[src/rtl/pll_rst_pkg.sv]
// pll_rst_pkg: shared state encoding and loss-counter constants for the PLL reset sequencer
package pll_rst_pkg;
    typedef enum logic [2:0] {HOLD, WAIT_LOCK, STABLE, RELEASE, RUN} state_t;
    localparam int LOSS_CNT_W = 8;
    localparam logic [LOSS_CNT_W-1:0] LOSS_CNT_MAX = 8'hFF;
endpackage

[src/rtl/pll_reset_sequencer_sync2.sv]
// sync2: two-flop synchroniser with asynchronous active-high reset to 0
module sync2 (
    input  logic clk,
    input  logic rst,
    input  logic d,
    output logic q
);
    logic m;
    always_ff @(posedge clk or posedge rst)
        if (rst) {q, m} <= 2'b00;
        else     {q, m} <= {m, d};
endmodule

[src/rtl/pll_reset_sequencer.sv]
// pll_reset_sequencer: qualifies PLL lock, releases staged resets in order, then runs a periodic tick
module pll_reset_sequencer
    import pll_rst_pkg::*;
#(
    parameter int LOCK_CYCLES  = 1024,
    parameter int STAGES       = 2,
    parameter int STAGE_CYCLES = 16,
    parameter int TICK_DIV     = 27
) (
    input  logic                  CLKIN,
    input  logic                  RESET,
    input  logic                  lock,
    input  logic                  sw_rst,
    output logic [STAGES-1:0]     rst_stage,
    output logic                  ready,
    output logic                  tick,
    output logic [LOSS_CNT_W-1:0] lock_loss_cnt
);
    localparam int REL = STAGES * STAGE_CYCLES;
    localparam int LW  = LOCK_CYCLES > 1 ? $clog2(LOCK_CYCLES) : 1;
    localparam int SW  = REL > 1 ? $clog2(REL) : 1;
    localparam int TW  = TICK_DIV > 1 ? $clog2(TICK_DIV) : 1;
    localparam logic [LW-1:0] LLAST = LW'(LOCK_CYCLES - 1);
    localparam logic [SW-1:0] SLAST = SW'(REL - 1);
    localparam logic [TW-1:0] TLAST = TW'(TICK_DIV - 1);
    localparam logic [STAGES-1:0] FIRST = ~STAGES'(1);

    state_t state, nxt;
    logic lock_s, active, abort, loss;
    logic [LW-1:0] lcnt, lcnt_n;
    logic [SW-1:0] scnt, scnt_n;
    logic [TW-1:0] tcnt, tcnt_n;
    logic [STAGES-1:0] clr, rs_n;
    logic ready_n, tick_n;
    logic [LOSS_CNT_W-1:0] loss_n;

    sync2 u_lock_sync (.clk(CLKIN), .rst(RESET), .d(lock), .q(lock_s));

    // clr[i] marks the edge, counted from the bit-0 release, at which stage i lets go
    assign clr[0] = 1'b0;
    for (genvar i = 1; i < STAGES; i++) begin : g_clr
        localparam logic [SW-1:0] TH = SW'(i * STAGE_CYCLES - 1);
        assign clr[i] = scnt == TH;
    end

    assign active = state == RELEASE || state == RUN;
    assign abort  = active && (!lock_s || sw_rst);
    assign loss   = active && !lock_s;

    always_ff @(posedge CLKIN or posedge RESET)
        if (RESET) begin
            state         <= HOLD;
            lcnt          <= '0;
            scnt          <= '0;
            tcnt          <= '0;
            rst_stage     <= '1;
            ready         <= 1'b0;
            tick          <= 1'b0;
            lock_loss_cnt <= '0;
        end else begin
            state         <= nxt;
            lcnt          <= lcnt_n;
            scnt          <= scnt_n;
            tcnt          <= tcnt_n;
            rst_stage     <= rs_n;
            ready         <= ready_n;
            tick          <= tick_n;
            lock_loss_cnt <= loss_n;
        end

    always_comb begin
        nxt = state;
        case (state)
            HOLD:      nxt = WAIT_LOCK;
            WAIT_LOCK: nxt = lock_s && !sw_rst ? STABLE : WAIT_LOCK;
            STABLE:    nxt = !lock_s || sw_rst ? WAIT_LOCK : lcnt == LLAST ? RELEASE : STABLE;
            RELEASE:   nxt = abort ? WAIT_LOCK : scnt == SLAST ? RUN : RELEASE;
            RUN:       nxt = abort ? WAIT_LOCK : RUN;
            default:   nxt = HOLD;
        endcase
    end

    always_comb begin
        lcnt_n  = state == STABLE && nxt == STABLE ? lcnt + 1'b1 : '0;
        scnt_n  = state == RELEASE && nxt == RELEASE ? scnt + 1'b1 : '0;
        tcnt_n  = state == RUN && nxt == RUN && tcnt != TLAST ? tcnt + 1'b1 : '0;
        tick_n  = state == RUN && nxt == RUN && tcnt == TLAST;
        ready_n = nxt == RUN;
        rs_n    = nxt == RUN ? '0 : nxt != RELEASE ? '1 : state == STABLE ? FIRST : rst_stage & ~clr;
        loss_n  = loss && lock_loss_cnt != LOSS_CNT_MAX ? lock_loss_cnt + 1'b1 : lock_loss_cnt;
    end
endmodule

[config.mk]
export PLATFORM = sky130hd
export DESIGN_NAME = pll_reset_sequencer
export DESIGN_NICKNAME = d
export VERILOG_FILES = /design/src/rtl/pll_rst_pkg.sv /design/src/rtl/pll_reset_sequencer_sync2.sv /design/src/rtl/pll_reset_sequencer.sv
export SDC_FILE = /design/constraint.sdc
export NUM_CORES = 1
export LEC_CHECK = 0
export ABC_AREA = 1
export CORE_MARGIN = 3
export CORE_UTILIZATION = 50
export CTS_CLUSTER_SIZE = 24
export DETAILED_ROUTE_END_ITERATION = 10
export PLACE_DENSITY_LB_ADDON = 0.3
export SLEW_MARGIN = 15
export SYNTH_ARGS = -nofsm -noshare
export SYNTH_HDL_FRONTEND = slang
export SYNTH_SLANG_ARGS = --single-unit
[constraint.sdc]
create_clock -name CLKIN -period 1.6 [get_ports CLKIN]
set_clock_uncertainty 0.05 [all_clocks]
set_input_delay 0.32 -clock CLKIN [delete_from_list [all_inputs] [get_ports CLKIN]]
set_output_delay 0.32 -clock CLKIN [all_outputs]
set_load 0.02 [all_outputs]
==> results.toml, run 1 <==
[status]
status = "complete, but fails checks"
violations = "negative setup slack"

[drt]
viasPerCell = 4.78
routedWlPerCell_um = 10.5
ant_nets = 0
drt-total-wl_mm = 3.01
drt_iter0_drc = 87
firstDrtPassIters = 4
num_vias = 1376
drc = 0

[timing]
finalWorstSetupSlack_ps = -67.2
hold_viol_final = 0
setup_violations = 9
grt_setup_unrepaired = "yes"
tightest_slew_ps = 411
drv_slew = 0
fin_crit_sh_pct = 104
fmax_ghz = 0.600
period_minus_slack_ps = 1670
maxSlewHeadroom_pct = 72.5

[yosys]
yosys_warnings = 0
async_reset_ff_share_pct = 100
synthXorXnorAreaFrac_pct = 6.73
ys_seq_area_share_pct = 50.9
synth_enable_flop_cells = 0
synth_flop_cell = "dfrtp_1"
synthAdderAreaFrac_pct = 4.80
synth_mux_area_share_pct = 0
synth-simple-area-share_pct = 28.0
netlist_area_sq_um = 1820
synth.avg_cell_area_sq_um = 8.94
synth_cells = 204
synth_nets = 215
synth.distinct_cells = 26
synth_compound_area_share_pct = 2.75
ys_seq_elements = 37
synth_top_family_by_area = "simple AND/OR/NAND/NOR gates"

[place]
numPortBuffers = 15
routabilityCongestion = 0.798
dp_slack_ps = -124
hpwlAfterDp_mm = 2.18

[clock_tree]
htreeDepth = 2
cts_root_buf = "clkbuf_4"
numCtsBuffers = 5
clk_pin_slew_ps = 120
cts_tree = "yes"
cts-hold-fix-buffers = 0
clk_path_buf_depth = 2
clkSinkCount = 37
clk_latency_ps = 330

[cells_and_area]
final_common_cell = "nand2_1"
final_cell_mix = "nand2_1, dfrtp_1, inv_1"
layout-drive-gt1-share_pct = 21.5
num_antenna_cells = 0
fill_cells = 264
fin_nets = 252
fin_util_pct = 66.8
areaGrowthSynthToFinish_pct = 25.3

[critical_path]
worstPathArrival_ps = 1880
worstReg2RegStart = "scnt[1]$_DFF_PP0_"
worstPathRequired_ps = 1820
path_class = "register to register"
cp-end-kind = "register"
start_kind = "register"
crit_path_start = "scnt[1]$_DFF_PP0_"
crit_fanout = 5

[die]
die_w_um = 66.4
start_util_pct = 53.4
coreArea_sq_um = 3420
die-area_sq_um = 4410
rows = 21
ios = 16
fp.dieH_um = 66.4

[power]
leakagePower_nw = 1.12
finalPower_w = 0.00239
pwr_density_cell_nw_per_um2 = 1050
max-vdd-ir-drop_uv = 729

[global_route]
busiest_layer = "met2"
grt_pass1_wl_mm = 5.14
grt_util_all_layers_pct = 15.0
antenna_found_initial = 0
grt_pass1_vias = 1261
gr-total-overflow = 0
grtUsageMet3_pct = 4.08
grt_max_degree = 38
use_met2_pct = 22.9
use_met1_pct = 20.8

[job]
drv_cap = 0

[hold_path]
hold_path_class = "primary input to async pin"
[flip-flops by register name, summed over array words and instances (netlist names)]
name and count:
lcnt 10, u_lock_sync.q 1, lock_loss_cnt 8, tick 1
rst_stage 2, scnt 5, tcnt 5, ready 1
state 3, u_lock_sync.m 1
[where the power goes]
group	switching [W]	internal (W)	total, W
clock	0.000296	0.000371	0.000668
sequential	0.0000624	0.00101	0.00107
combinational	0.000376	0.000274	0.000650
[final timing paths]
path,endpoint,slack [ps],cells after the start
setup / recovery,lcnt[4]$_DFF_PP0_,-70,10
hold / removal,lcnt[1]$_DFF_PP0_,270,3
setup reg to reg,lcnt[4]$_DFF_PP0_,-70,10
hold reg to reg,u_lock_sync.q$_DFF_PP0_,320,0
max in group asynchronous,rst_stage[0]$_DFFE_PP1P_,960,3
min in group CLKIN,u_lock_sync.q$_DFF_PP0_,320,0
[synth_stat cells (all sizes together) (2+ instances only)]
cell type / number / share of area (%)
nor2: 31 / 6.7
xnor2: 5 / 2.4
xor2: 9 / 4.3
nand2: 47 / 10
nand4: 3 / 1.0
ha: 7 / 4.8
inv: 30 / 6.2
nand3: 18 / 5.9
o21ai: 4 / 1.7
dfrtp: 35 / 48
dfstp: 2 / 2.9
nor3: 6 / 2.7
[final cells by class]
cell class / instances / area, sq um / share of cell area, %
Timing Repair Buffer: 30 / 263 / 11.5
Clock buffer: 6 / 51.3 / 2.25
Clock inverter: 2 / 37.5 / 1.64
Inverter: 30 / 113 / 4.93
Tap cell: 46 / 57.6 / 2.52
Sequential cell: 37 / 928 / 40.7
Multi-Input combinational cell: 137 / 833 / 36.5
[critical path, stage by stage (launching register included)]
cell	delay (ps)
dfrtp_1	370
ha_2	190
nand2_2	70
nor2_4	90
ha_2	190
inv_2	40
nand2_2	70
nand2_2	60
nor2_4	190
nand3_4	160
nor3_2	140
[through the flow]
stage                     cells  TNS, ps  hold WS [ps]  cell area [sq um]
after floorplan             204        0           281               1820
after global placement      278     -408           284               2140
after detailed placement    278    -1120           299               2140
after CTS                   287     -150           276               2250
after global routing        288    -1720           284               2280
final                       288     -378           274               2280
[routing by layer]
metal / routed length [um] / up-vias
li1: - / 714
met1: 1500 / 640
met2: 1390 / 20
met3: 106 / 2
met4: 12 / 0
met5: 0 / -
[repair_timing]
action	in CTS	in global routing
setup endpoints to repair	24	21
pin swaps	3	4
resized for setup	22	8
setup buffers	0	1
cloned	1	0
[cell families after synthesis]
family | after synthesis
AO/OA/AOI/OAI | 7
XOR/XNOR | 14
adder cells (fa/ha/maj) | 7
buffers and inverters | 31
flip-flops | 37
AND/OR/NAND/NOR | 108
No activity file was read; power rests on OpenSTA's default activity.
==> run 2, diff against run 1 <==
--- a/config.mk
+++ b/config.mk
@@ -5,7 +5,7 @@
 export SDC_FILE = /design/constraint.sdc
 export NUM_CORES = 1
 export LEC_CHECK = 0
-export ABC_AREA = 1
+export ABC_CLOCK_PERIOD_IN_PS = 1600
 export CORE_MARGIN = 3
 export CORE_UTILIZATION = 50
 export CTS_CLUSTER_SIZE = 24
==> results.toml, run 2 <==
[status]
status = "complete, but fails checks"
violations = "negative setup slack"

[place]
placed_cell_area_sq_um = 2080
dp_slack_ps = -107
numPortBuffers = 15
hpwlAfterDp_mm = 2.47
routabilityCongestion = 0.840

[drt]
viasPerCell = 5.19
drt-total-wl_mm = 3.42
firstDrtPassIters = 4
routedWlPerCell_um = 13.9
ant_nets = 0
drt_iter0_drc = 75
num_vias = 1277
drc = 0

[hold_path]
hold_path_class = "primary input to async pin"

[die]
die-area_sq_um = 4110
rows = 20
fp.dieH_um = 64.1
coreArea_sq_um = 3130
die_w_um = 64.1
ios = 16
start_util_pct = 54.0

[global_route]
grt_util_all_layers_pct = 18.7
use_met1_pct = 20.9
grt_pass1_vias = 1330
use_met2_pct = 33.3
grt_max_degree = 28
busiest_layer = "met2"
grt_pass1_wl_mm = 5.89
antenna_found_initial = 0
gr-total-overflow = 0
grtUsageMet3_pct = 5.98

[yosys]
ys_seq_elements = 37
async_reset_ff_share_pct = 100
yosys.area.top_type_share_pct = 51.8
synth.distinct_cells = 31
synth_enable_flop_cells = 0
synth.most_common_cell = "dfrtp_1"
ys_seq_area_share_pct = 54.9
yosys_warnings = 0
synth_cells = 154
synth_flop_cell = "dfrtp_1"
synth.avg_cell_area_sq_um = 11.0
synth.area.top_cells = "dfrtp_1, xnor2_1, ha_1"
yosys-top-cells-count = "dfrtp_1, nor2_1, xnor2_1, nand3_1"
synth_top_cell_by_area = "dfrtp_1"
netlist_area_sq_um = 1690
synth_nets = 165

[cells_and_area]
num_antenna_cells = 0
areaGrowthSynthToFinish_pct = 32.9
postLayoutCellArea_sq_um = 2250
top_register = "lcnt"
layout-drive-gt1-share_pct = 34.2
final_cell_mix = "dfrtp_1, buf_4, nor2_1"
fin_nets = 213
largest_reg_flops = 10
reg_top3 = "lcnt (10), lock_loss_cnt (8)"
final_common_cell = "dfrtp_1"

[critical_path]
cp-end-kind = "register"
start_kind = "register"
endpoint = "lock_loss_cnt[1]$_DFFE_PP0P_"
ff2ff_setup_slack_ps = -100
worstPathRequired_ps = 1760
reg2reg_depth = 4
rr_endpoint = "lock_loss_cnt[1]$_DFFE_PP0P_"
crit_path_start = "state[0]$_DFF_PP0_"
worstPathArrival_ps = 1860
path_class = "register to register"
worstReg2RegStart = "state[0]$_DFF_PP0_"
crit_fanout = 2

[timing]
finalWorstSetupSlack_ps = -101
fmax_ghz = 0.588
grt_setup_unrepaired = "yes"
fin_setup_tns_ps = -241
timing.hold.ws_ps = 238
hold_viol_final = 0
fin_crit_sh_pct = 106
setup_violations = 4
tightest_slew_ps = 330
period_minus_slack_ps = 1700
maxSlewHeadroom_pct = 78.0
drv_slew = 0

[job]
drv_cap = 0

[clock_tree]
numCtsBuffers = 5
clk_pin_slew_ps = 110
clk_path_buf_depth = 2
cts_root_buf = "clkbuf_4"
clk_latency_ps = 330
htreeDepth = 2
cts_tree = "yes"
clkSinkCount = 37

[power]
max-vdd-ir-drop_uv = 685
finalPower_w = 0.00212
leakagePower_nw = 1.00
pwr_density_cell_nw_per_um2 = 944
[run 2: metrics by stage]
step	util, %	cells
final	71.8	246
after global routing	71.8	246
after CTS	69.5	242
after detailed placement	66.6	233
after global placement	66.6	233
after floorplan	-	154
[run 2: cells by family after synthesis]
| kind of cell | after synthesis | synth area share, % |
|---|---|---|
| flip-flops | 37 | 54.9 |
| adder cells (fa/ha/maj) | 7 | 5.18 |
| AND/OR/NAND/NOR | 70 | 21.7 |
| multiplexers | 1 | 0.666 |
| AO/OA/AOI/OAI | 9 | 4.22 |
| XOR/XNOR | 20 | 10.4 |
| buffers and inverters | 10 | 2.96 |
[run 2: worst min-delay path by stage]
stage	end	slack, ps	cells after the start
final	lock_loss_cnt[7]$_DFFE_PP0P_	240	3
after detailed placement	u_lock_sync.q$_DFF_PP0_	290	0
after floorplan	u_lock_sync.q$_DFF_PP0_	280	0
after CTS	lock_loss_cnt[7]$_DFFE_PP0P_	220	3
after global placement	u_lock_sync.q$_DFF_PP0_	280	0
after global routing	lock_loss_cnt[7]$_DFFE_PP0P_	220	3
[run 2: cell type report]
type	count	area, sq um
flip-flops and latches	37	931
fillers	233	881
multi-input cells	107	811
repair buffers	45	355
well taps	44	55.1
clock buffers	5	37.5
clock inverters	2	35.0
inverters	6	22.5
[run 2: routing by layer]
layer | share of wire (%) | wire length [um]
met1 | 41 | 1390
met2 | 55 | 1870
met3 | 2.6 | 88
met4 | 2.1 | 72
met5 | 0 | 0
[run 2: power by group]
group | switching, W | internal, W | leakage, nW | total, W
Combinational | 0.000240 | 0.000244 | 0.467 | 0.000484
Sequential | 0.0000417 | 0.000993 | 0.492 | 0.00103
Clock | 0.000284 | 0.000318 | 0.0410 | 0.000602
Total | 0.000566 | 0.00155 | 1.00 | 0.00212
[run 2: timing repair]
action / in CTS / in global routing
pin swaps: 8 / 6
hold buffers: 0 / 0
gates resized for setup: 17 / 32
hold endpoints to repair: 0 / 0
setup buffers: 2 / 4
endpoints found under the setup margin: 23 / 33
[run 2: critical path, stage by stage, from the launching register on]
cell      delay (ps)
dfrtp_1          400
or3b_4           420
a221oi_4         260
buf_4            180
mux2_4           290
==> run 3, diff against run 2 <==
--- a/config.mk
+++ b/config.mk
@@ -11,6 +11,7 @@
 export CTS_CLUSTER_SIZE = 24
 export DETAILED_ROUTE_END_ITERATION = 10
 export PLACE_DENSITY_LB_ADDON = 0.3
+export RECOVER_POWER = 25
 export SLEW_MARGIN = 15
 export SYNTH_ARGS = -nofsm -noshare
 export SYNTH_HDL_FRONTEND = slang
==> results.toml, run 3 (synthesis gave the netlist of run 2 again) <==
[global_route]
grt_util_all_layers_pct = 18.7
gr-total-overflow = 0
antenna_found_initial = 0
grt_pass1_vias = 1330
grt_pass1_wl_mm = 5.89
grt_max_degree = 28

[die]
die_w_um = 64.1
ios = 16
fp.dieH_um = 64.1
start_util_pct = 54.0
coreArea_sq_um = 3130
rows = 20
die-area_sq_um = 4110

[timing]
fin_crit_sh_pct = 106
setup_violations = 4
hold_viol_final = 0
timing.hold.ws_ps = 307
tightest_slew_ps = 644
fmax_ghz = 0.588
drv_slew = 0
period_minus_slack_ps = 1700
grt_setup_unrepaired = "yes"
fin_setup_tns_ps = -241
finalWorstSetupSlack_ps = -101
maxSlewHeadroom_pct = 57.0

[cells_and_area]
largest_reg_flops = 10
areaGrowthSynthToFinish_pct = 32.6
num_antenna_cells = 0
final_common_cell = "dfrtp_1"
reg_top3 = "lcnt (10), lock_loss_cnt (8)"
final_cell_mix = "dfrtp_1, buf_4, nor2_1"
top_register = "lcnt"
fin_nets = 213
layout-drive-gt1-share_pct = 33.7

[critical_path]
ff2ff_setup_slack_ps = -100
rr_endpoint = "lock_loss_cnt[1]$_DFFE_PP0P_"
endpoint = "lock_loss_cnt[1]$_DFFE_PP0P_"
crit_family = "simple AND/OR/NAND/NOR gates"
worstPathArrival_ps = 1860
reg2reg_depth = 4
path_class = "register to register"
crit_path_start = "state[0]$_DFF_PP0_"
start_kind = "register"
worst_path_max_delay_cell = "or3b_4"
cp-end-kind = "register"
crit_fanout = 2
path_buf_inv = 1
worstReg2RegStart = "state[0]$_DFF_PP0_"
worstPathCellList = "or3b_4 > a221oi_4 > buf_4 > mux2_4"
max_stage_delay_ps = 420
worstPathRequired_ps = 1760
path_depth = 4

[place]
numPortBuffers = 15
routabilityCongestion = 0.840
hpwlAfterDp_mm = 2.47

[status]
status = "complete, but fails checks"
violations = "negative setup slack"

[hold_path]
hold_path_class = "register to register"
min_from = "u_lock_sync.m$_DFF_PP0_"

[drt]
wl_met3_um = 88
wl_met2_mm = 1.87
drc = 0
ant_nets = 0
firstDrtPassIters = 4
num_vias = 1279
highest_layer = "met4"
viasPerCell = 5.20
wl_met1_mm = 1.39
drt-total-wl_mm = 3.42
drt_iter0_drc = 78
routedWlPerCell_um = 13.9

[clock_tree]
clkSinkCount = 37
cts-hold-fix-buffers = 0
cts_tree = "yes"
numCtsBuffers = 5
clk_pin_slew_ps = 100
htreeDepth = 2
clk_latency_ps = 330
clk_path_buf_depth = 2
cts_root_buf = "clkbuf_4"

[power]
finalPower_w = 0.00212
leakagePower_nw = 0.996
max-vdd-ir-drop_uv = 685
pwr_density_cell_nw_per_um2 = 945

[job]
drv_cap = 0
## run 3: cell count changes in the layout (fill, tap and decap cells not counted), sizes merged
| cell | delta |
|---|---|
| clkbuf | +2 |
| dlygate4sd3 | +2 |
| clkdlybuf4s50 | -2 |
| buf | -2 |
## run 3: worst min-delay path by stage
stage,endpoint,slack [ps],cells after the start
final,u_lock_sync.q$_DFF_PP0_,310,0
after global routing,u_lock_sync.q$_DFF_PP0_,330,0
after CTS,lock_loss_cnt[7]$_DFFE_PP0P_,220,3
after detailed placement,u_lock_sync.q$_DFF_PP0_,290,0
after global placement,u_lock_sync.q$_DFF_PP0_,280,0
after floorplan,u_lock_sync.q$_DFF_PP0_,280,0
## run 3: layout make-up
class                           instances  area, sq um
Clock inverter                          2         35.0
Clock buffer                            5         37.5
Tap cell                               44         55.1
Fill cell                             234          887
Timing Repair Buffer                   45          349
Inverter                                6         22.5
Multi-Input combinational cell        107          811
Sequential cell                        37          931
## run 3: worst reg2reg max path: stages (launching register included)
cell and delay [ps]:
dfrtp_1 400, or3b_4 420, a221oi_4 260, buf_4 180, mux2_4 290
## run 3: stage by stage
step                setup WS [ps]  utilization [%]  cell area, sq um  std cells
global route                 -158             71.6              2240        246
global placement            -68.0             66.6              2080        233
detailed placement           -107             66.6              2080        233
floorplan                    -183                -              1730        154
finish                       -101             71.6              2240        246
CTS                         -93.5             69.5              2170        242
## run 3: per-layer routing
layer	up-vias	global-route usage [%]
met5	-	0
met4	0	6.86
met3	6	5.98
met2	21	33.3
met1	628	20.9
li1	624	-
## run 3: repair_timing
| action | 4_1_cts | 5_1_grt |
|---|---|---|
| pin swaps | 8 | 6 |
| setup endpoints to repair | 23 | 33 |
| resized for setup | 17 | 32 |
| setup buffers | 2 | 4 |
## run 3: where the power goes
| part | switching [W] | total (W) | internal, W | leakage [nW] |
|---|---|---|---|---|
| Clock | 0.000284 | 0.000602 | 0.000318 | 0.0410 |
| Combinational | 0.000240 | 0.000480 | 0.000240 | 0.463 |
| Sequential | 0.0000417 | 0.00103 | 0.000993 | 0.492 |
